## src/rtl/aftab_llu_pkg.sv

```systemverilog
// Shared definitions for the sliced logic unit: selLogic opcodes and FSM states.
//   opXor..opPopcount : 3-bit selLogic encodings
//   lluState_t        : controller state encoding (IDLE, BUSY, DONE)
package aftab_llu_pkg;

   localparam logic [2:0] opXor      = 3'b000;
   localparam logic [2:0] opZero     = 3'b001;
   localparam logic [2:0] opOr       = 3'b010;
   localparam logic [2:0] opAnd      = 3'b011;
   localparam logic [2:0] opXnor     = 3'b100;
   localparam logic [2:0] opAndNot   = 3'b101;
   localparam logic [2:0] opOrNot    = 3'b110;
   localparam logic [2:0] opPopcount = 3'b111;

   typedef enum logic [1:0] {
      IDLE = 2'b00,
      BUSY = 2'b01,
      DONE = 2'b10
   } lluState_t;

endpackage

```

## src/rtl/aftab_llu_slice.sv

```systemverilog
// Combinational logic for one operand slice.
//   aSlice, bSlice : slice of the latched operands
//   sel            : latched selLogic opcode
//   sliceResult    : bitwise result for this slice (zero for opZero/opPopcount)
//   sliceOnes      : number of set bits in aSlice
module aftab_llu_slice
   import aftab_llu_pkg::*;
#(
   parameter int unsigned sliceWidth = 8,
   parameter int unsigned onesWidth  = $clog2(sliceWidth + 1)
) (
   input  logic [sliceWidth-1:0] aSlice,
   input  logic [sliceWidth-1:0] bSlice,
   input  logic [2:0]            sel,
   output logic [sliceWidth-1:0] sliceResult,
   output logic [onesWidth-1:0]  sliceOnes
);

   // Bitwise operation on the slice
   always_comb begin
      sliceResult = '0;
      case (sel)
         opXor:    sliceResult = aSlice ^ bSlice;
         opZero:   sliceResult = '0;
         opOr:     sliceResult = aSlice | bSlice;
         opAnd:    sliceResult = aSlice & bSlice;
         opXnor:   sliceResult = ~(aSlice ^ bSlice);
         opAndNot: sliceResult = aSlice & ~bSlice;
         opOrNot:  sliceResult = aSlice | ~bSlice;
         default:  sliceResult = '0;
      endcase
   end

   // Ones count of the a slice
   always_comb begin
      sliceOnes = '0;
      for (int i = 0; i < int'(sliceWidth); i++) begin
         sliceOnes = sliceOnes + onesWidth'(aSlice[i]);
      end
   end

endmodule

```

## src/rtl/aftab_sliced_llu.sv

```systemverilog
// Multi-cycle logic unit that processes size-bit operands sliceWidth bits per cycle.
//   clk, rst   : clock, asynchronous active-high reset
//   start      : begin an operation (accepted in IDLE or DONE)
//   a, b       : operands, latched on the accepted start edge
//   selLogic   : operation select, latched with the operands
//   busy       : high while slices are being processed
//   done       : one-cycle pulse when lluResult is updated
//   lluResult  : registered result, updated only on entry to DONE
module aftab_sliced_llu
   import aftab_llu_pkg::*;
#(
   parameter int unsigned size       = 32,
   parameter int unsigned sliceWidth = 8
) (
   input  logic            clk,
   input  logic            rst,
   input  logic            start,
   input  logic [size-1:0] a,
   input  logic [size-1:0] b,
   input  logic [2:0]      selLogic,
   output logic            busy,
   output logic            done,
   output logic [size-1:0] lluResult
);

   localparam int unsigned numSlices = size / sliceWidth;
   localparam int unsigned cntWidth  = (numSlices > 1) ? $clog2(numSlices) : 1;
   localparam int unsigned accWidth  = $clog2(size + 1);
   localparam int unsigned onesWidth = $clog2(sliceWidth + 1);
   localparam logic [cntWidth-1:0] lastSlice = cntWidth'(numSlices - 1);

   lluState_t state, stateNext;

   logic [numSlices-1:0][sliceWidth-1:0] aReg, bReg, workReg, workMerged;
   logic [2:0]           selReg;
   logic [cntWidth-1:0]  sliceCnt;
   logic [accWidth-1:0]  accum, accumNext;
   logic [sliceWidth-1:0] sliceResult;
   logic [onesWidth-1:0]  sliceOnes;
   logic                  accept, lastStep;

   assign accept   = start && (state != BUSY);
   assign lastStep = (state == BUSY) && (sliceCnt == lastSlice);

   aftab_llu_slice #(
      .sliceWidth (sliceWidth),
      .onesWidth  (onesWidth)
   ) sliceUnit (
      .aSlice      (aReg[sliceCnt]),
      .bSlice      (bReg[sliceCnt]),
      .sel         (selReg),
      .sliceResult (sliceResult),
      .sliceOnes   (sliceOnes)
   );

   // Partial result with the current slice folded in; feeds lluResult on the last step
   always_comb begin
      workMerged           = workReg;
      workMerged[sliceCnt] = sliceResult;
      accumNext            = accum + accWidth'(sliceOnes);
   end

   // State register; busy/done are registered copies of the next state
   always_ff @(posedge clk or posedge rst) begin
      if (rst) begin
         state <= IDLE;
         busy  <= 1'b0;
         done  <= 1'b0;
      end else begin
         state <= stateNext;
         busy  <= (stateNext == BUSY);
         done  <= (stateNext == DONE);
      end
   end

   // Next-state logic
   always_comb begin
      stateNext = state;
      case (state)
         IDLE:    if (start) stateNext = BUSY;
         BUSY:    if (sliceCnt == lastSlice) stateNext = DONE;
         DONE:    stateNext = start ? BUSY : IDLE;
         default: stateNext = IDLE;
      endcase
   end

   // Operand latch, slice walk and result update
   always_ff @(posedge clk or posedge rst) begin
      if (rst) begin
         aReg      <= '0;
         bReg      <= '0;
         selReg    <= '0;
         sliceCnt  <= '0;
         accum     <= '0;
         workReg   <= '0;
         lluResult <= '0;
      end else if (accept) begin
         aReg     <= a;
         bReg     <= b;
         selReg   <= selLogic;
         sliceCnt <= '0;
         accum    <= '0;
         workReg  <= '0;
      end else if (state == BUSY) begin
         workReg  <= workMerged;
         accum    <= accumNext;
         sliceCnt <= sliceCnt + cntWidth'(1);
         if (lastStep) begin
            lluResult <= (selReg == opPopcount) ? size'(accumNext) : size'(workMerged);
         end
      end
   end

endmodule

```

## config.mk

```make
export PLATFORM = sky130hd
export DESIGN_NAME = aftab_sliced_llu
export DESIGN_NICKNAME = d
export VERILOG_FILES = /design/src/rtl/aftab_llu_pkg.sv /design/src/rtl/aftab_llu_slice.sv /design/src/rtl/aftab_sliced_llu.sv
export SDC_FILE = /design/constraint.sdc
export NUM_CORES = 1
export LEC_CHECK = 0
export CAP_MARGIN = 10
export CORE_ASPECT_RATIO = 1.1
export CORE_MARGIN = 2
export CORE_UTILIZATION = 49
export CTS_CLUSTER_SIZE = 14
export DETAILED_ROUTE_END_ITERATION = 8
export GPL_ROUTABILITY_DRIVEN = 0
export GPL_TIMING_DRIVEN = 1
export PLACE_DENSITY = 0.73
export SLEW_MARGIN = 25
export SYNTH_ARGS = -nofsm -noshare
export SYNTH_HDL_FRONTEND = slang
export SYNTH_SLANG_ARGS = --single-unit
```

## constraint.sdc

```tcl
create_clock -name clk -period 5 [get_ports clk]
set_input_delay 1 -clock clk [delete_from_list [all_inputs] [get_ports clk]]
set_output_delay 1 -clock clk [all_outputs]
set_load 0.03 [all_outputs]
```

==> impl_metrics.py <==
metrics = {
    "outcome": {
        "status": "completed",
    },
    "cells_and_area": {
        "diodes": 0,
        "regArea_um2": 3379,
        "layout_common_cells": "134 x dfrtp_1, 103 x clkdlybuf4s50_1, 71 x mux2_2",
        "fin_nets": 757,
        "final_layout_size_suffix_gt1_frac": 0.2061,
        "multi_input_area_um2": 3181,
        "area_growth_syn_to_layout_pct": 25.86,
        "mostFrequentLayoutCell": "dfrtp_1",
        "n_fill_cell": 1067,
    },
    "floorplan": {
        "die_w_um": 116.5,
        "io_pins": 104,
        "dieHeight_um": 127.7,
        "fp.dieArea_um2": 14870,
        "initial_core_util": 0.4982,
        "rows": 45,
        "core_area_um2": 13680,
    },
    "critical_path": {
        "crit_type": "flip-flop to flip-flop",
        "cp.required_ns": 5.28,
        "rr_worst_depth": 14,
        "setup.worst_path.end_class": "flip-flop",
        "critPathLaunchType": "flip-flop",
        "crit_arrival_ns": 5.08,
        "crit_path_max_fanout": 7,
    },
    "synthesis": {
        "synth_edf_count": 0,
        "syn-num-nets": 664,
        "syn_inst": 578,
        "ys_ff_latch": 135,
        "netlist.top_cell.by_area": "dfrtp_1",
        "synth_area_um2": 6817,
        "async_flop_share": 1.000,
        "yosysSeqAreaShare": 0.4956,
        "synthFlopType": "dfrtp_1",
        "ys_top_cells_by_area": "dfrtp_1 50%, mux2_2 12%, o21ai_0 4.0%, mux4_2 4.0%, nand2_1 2.3%",
        "yosys.cell_types.count": 59,
        "netlist.area_leader.share": 0.4956,
        "postSynthAreaPerCell_um2": 11.79,
        "synth_warnings": 0,
    },
    "timing": {
        "max_freq_mhz": 208.4,
        "report.final.slew_viol_count": 0,
        "fin_skew_ns": 0.008436,
        "worst_pin_slew_ns": 0.9075,
        "period_needed_ns": 4.798,
        "setup_viol": 0,
        "finalHoldViolations": 0,
        "setup-tns-final_ns": 0,
        "rsz0062_at_grt": "no",
        "slew_headroom": 0.3937,
        "period_share": 0.9596,
    },
    "global_routing": {
        "grt_pass1_vias": 5171,
        "grt_overflow_total": 0,
        "grt_max_degree": 92,
        "grt_pass1_wl_um": 25910,
        "antenna_found_initial": 0,
        "grt_usage": 0.2267,
    },
    "detailed_routing": {
        "drt-wirelength-per-cell_um": 17.90,
        "wl_um": 15610,
        "via_count": 4969,
        "drtAntennaViolNets": 0,
        "first_pass_iters": 4,
        "initialDrtViolationCount": 324,
        "vias_per_cell": 5.698,
        "drc": 0,
    },
    "clock_tree": {
        "cts_buffer_depth": 2,
        "root_buffer": "clkbuf_16",
        "cts_inserted_buffers": 17,
        "path_clk_slew_ns": 0.06,
        "clock_latency_ns": 0.42,
        "tritoncts": "yes",
        "cts_setup_buffers": 0,
        "h-tree-depth": 4,
        "clock-sinks": 135,
    },
    "worst_hold_path": {
        "whs_path_depth": 2,
        "holdCritPathClass": "flip-flop to flip-flop",
    },
    "place": {
        "io_buffers": 103,
        "hpwl_um": 11340,
    },
    "job": {
        "maxCapViolations": 0,
    },
}
-- layout make-up --
cell class,count,area share
Sequential cell,135,0.3939
Multi-Input combinational cell,383,0.3707
Timing Repair Buffer,112,0.1295
Clock buffer,19,0.05163
Tap cell,188,0.02742
Clock inverter,13,0.01692
Inverter,22,0.009917
-- metal layers --
| metal | track usage | up-vias | part of all wire |
|---|---|---|---|
| li1 | - | 2292 | - |
| met1 | 0.2920 | 2468 | 0.41 |
| met2 | 0.3564 | 171 | 0.49 |
| met3 | 0.06525 | 38 | 0.065 |
| met4 | 0.1015 | 0 | 0.033 |
| met5 | 0 | - | 0 |
-- cell families after synthesis --
group	after synthesis	synth area share
AO/OA/AOI/OAI	131	0.1279
multiplexers	98	0.1885
flip-flops	135	0.4956
adder cells (fa/ha/maj)	16	0.03488
XOR/XNOR	14	0.02001
buffers and inverters	60	0.04038
AND/OR/NAND/NOR	124	0.09270
-- timing repair --
action                     in CTS  in global routing
hold buffers                    0                  0
resized for setup               0                  2
setup endpoints to repair       0                  1
-- sequential cells by signal, indices dropped and copies added (netlist names) --
name and cells:
accum 6, workReg 24, aReg 32, done 1, lluResult 32, state 2
selReg 3, bReg 32, busy 1, sliceCnt 2
-- stage by stage --
stage / cells / area [um2] / hold WS (ns) / worst slack, ns / utilization
after floorplan: 578 / 6817 / 0.4604 / 0.1625 / -
after global placement: 840 / 7980 / 0.4610 / 0.1648 / 0.5833
after detailed placement: 840 / 7980 / 0.4716 / 0.08877 / 0.5833
after CTS: 872 / 8568 / 0.4854 / 0.06790 / 0.6262
after global routing: 872 / 8579 / 0.5051 / 0.003010 / 0.6271
final: 872 / 8579 / 0.4772 / 0.2019 / 0.6271
-- worst paths after layout --
path                                            from  slack, ns                   endpoint
setup / recovery             sliceCnt[0]$_DFFE_PP0P_       0.20   lluResult[3]$_DFFE_PP0P_
hold / removal             lluResult[25]$_DFFE_PP0P_       0.48  lluResult[25]$_DFFE_PP0P_
setup reg to reg             sliceCnt[0]$_DFFE_PP0P_       0.20   lluResult[3]$_DFFE_PP0P_
hold reg to reg            lluResult[25]$_DFFE_PP0P_       0.48  lluResult[25]$_DFFE_PP0P_
max in group asynchronous                        rst       3.07       bReg[13]$_DFFE_PP0P_
min in group asynchronous                        rst       1.09       accum[0]$_DFFE_PP0P_
-- synth_stat cells (2+ instances only) --
| cell type | count |
|---|---|
| a211oi_1 | 2 |
| a21boi_0 | 9 |
| a21oi_1 | 6 |
| a22oi_1 | 10 |
| a31oi_1 | 3 |
| and3_1 | 7 |
| buf_2 | 7 |
| buf_6 | 5 |
| clkbuf_1 | 25 |
| dfrtp_1 | 135 |
| fa_1 | 5 |
| ha_1 | 11 |
| inv_1 | 22 |
| mux2_2 | 71 |
| mux2i_1 | 11 |
| mux4_1 | 4 |
| mux4_2 | 12 |
| nand2_1 | 42 |
| nand2b_1 | 4 |
| nand3_1 | 29 |
| nand3b_1 | 3 |
| nor2_1 | 20 |
| nor2b_1 | 6 |
| nor3_1 | 3 |
| o2111ai_1 | 2 |
| o211ai_1 | 2 |
| o21a_1 | 2 |
| o21ai_0 | 55 |
| o21ai_1 | 7 |
| o21ai_2 | 3 |
| o221a_2 | 2 |
| o221ai_1 | 10 |
| o22ai_1 | 4 |
| o31ai_1 | 2 |
| or3_1 | 2 |
| xnor2_1 | 8 |
| xor2_1 | 5 |
-- critical path, cell delays in order, from the launching register on --
cell and delay, ns:
dfrtp_2 0.48, mux4_2 0.56, ha_1 0.31, inv_1 0.08
fa_1 0.42, fa_1 0.47, fa_1 0.42, fa_1 0.56
inv_1 0.07, ha_1 0.27, a21o_1 0.18, a21oi_1 0.18
xnor2_1 0.12, a2111oi_1 0.46, a211oi_2 0.08
Power is not shown: default switching activity piles up to over one toggle a cycle in this logic, so the estimate is an artifact.
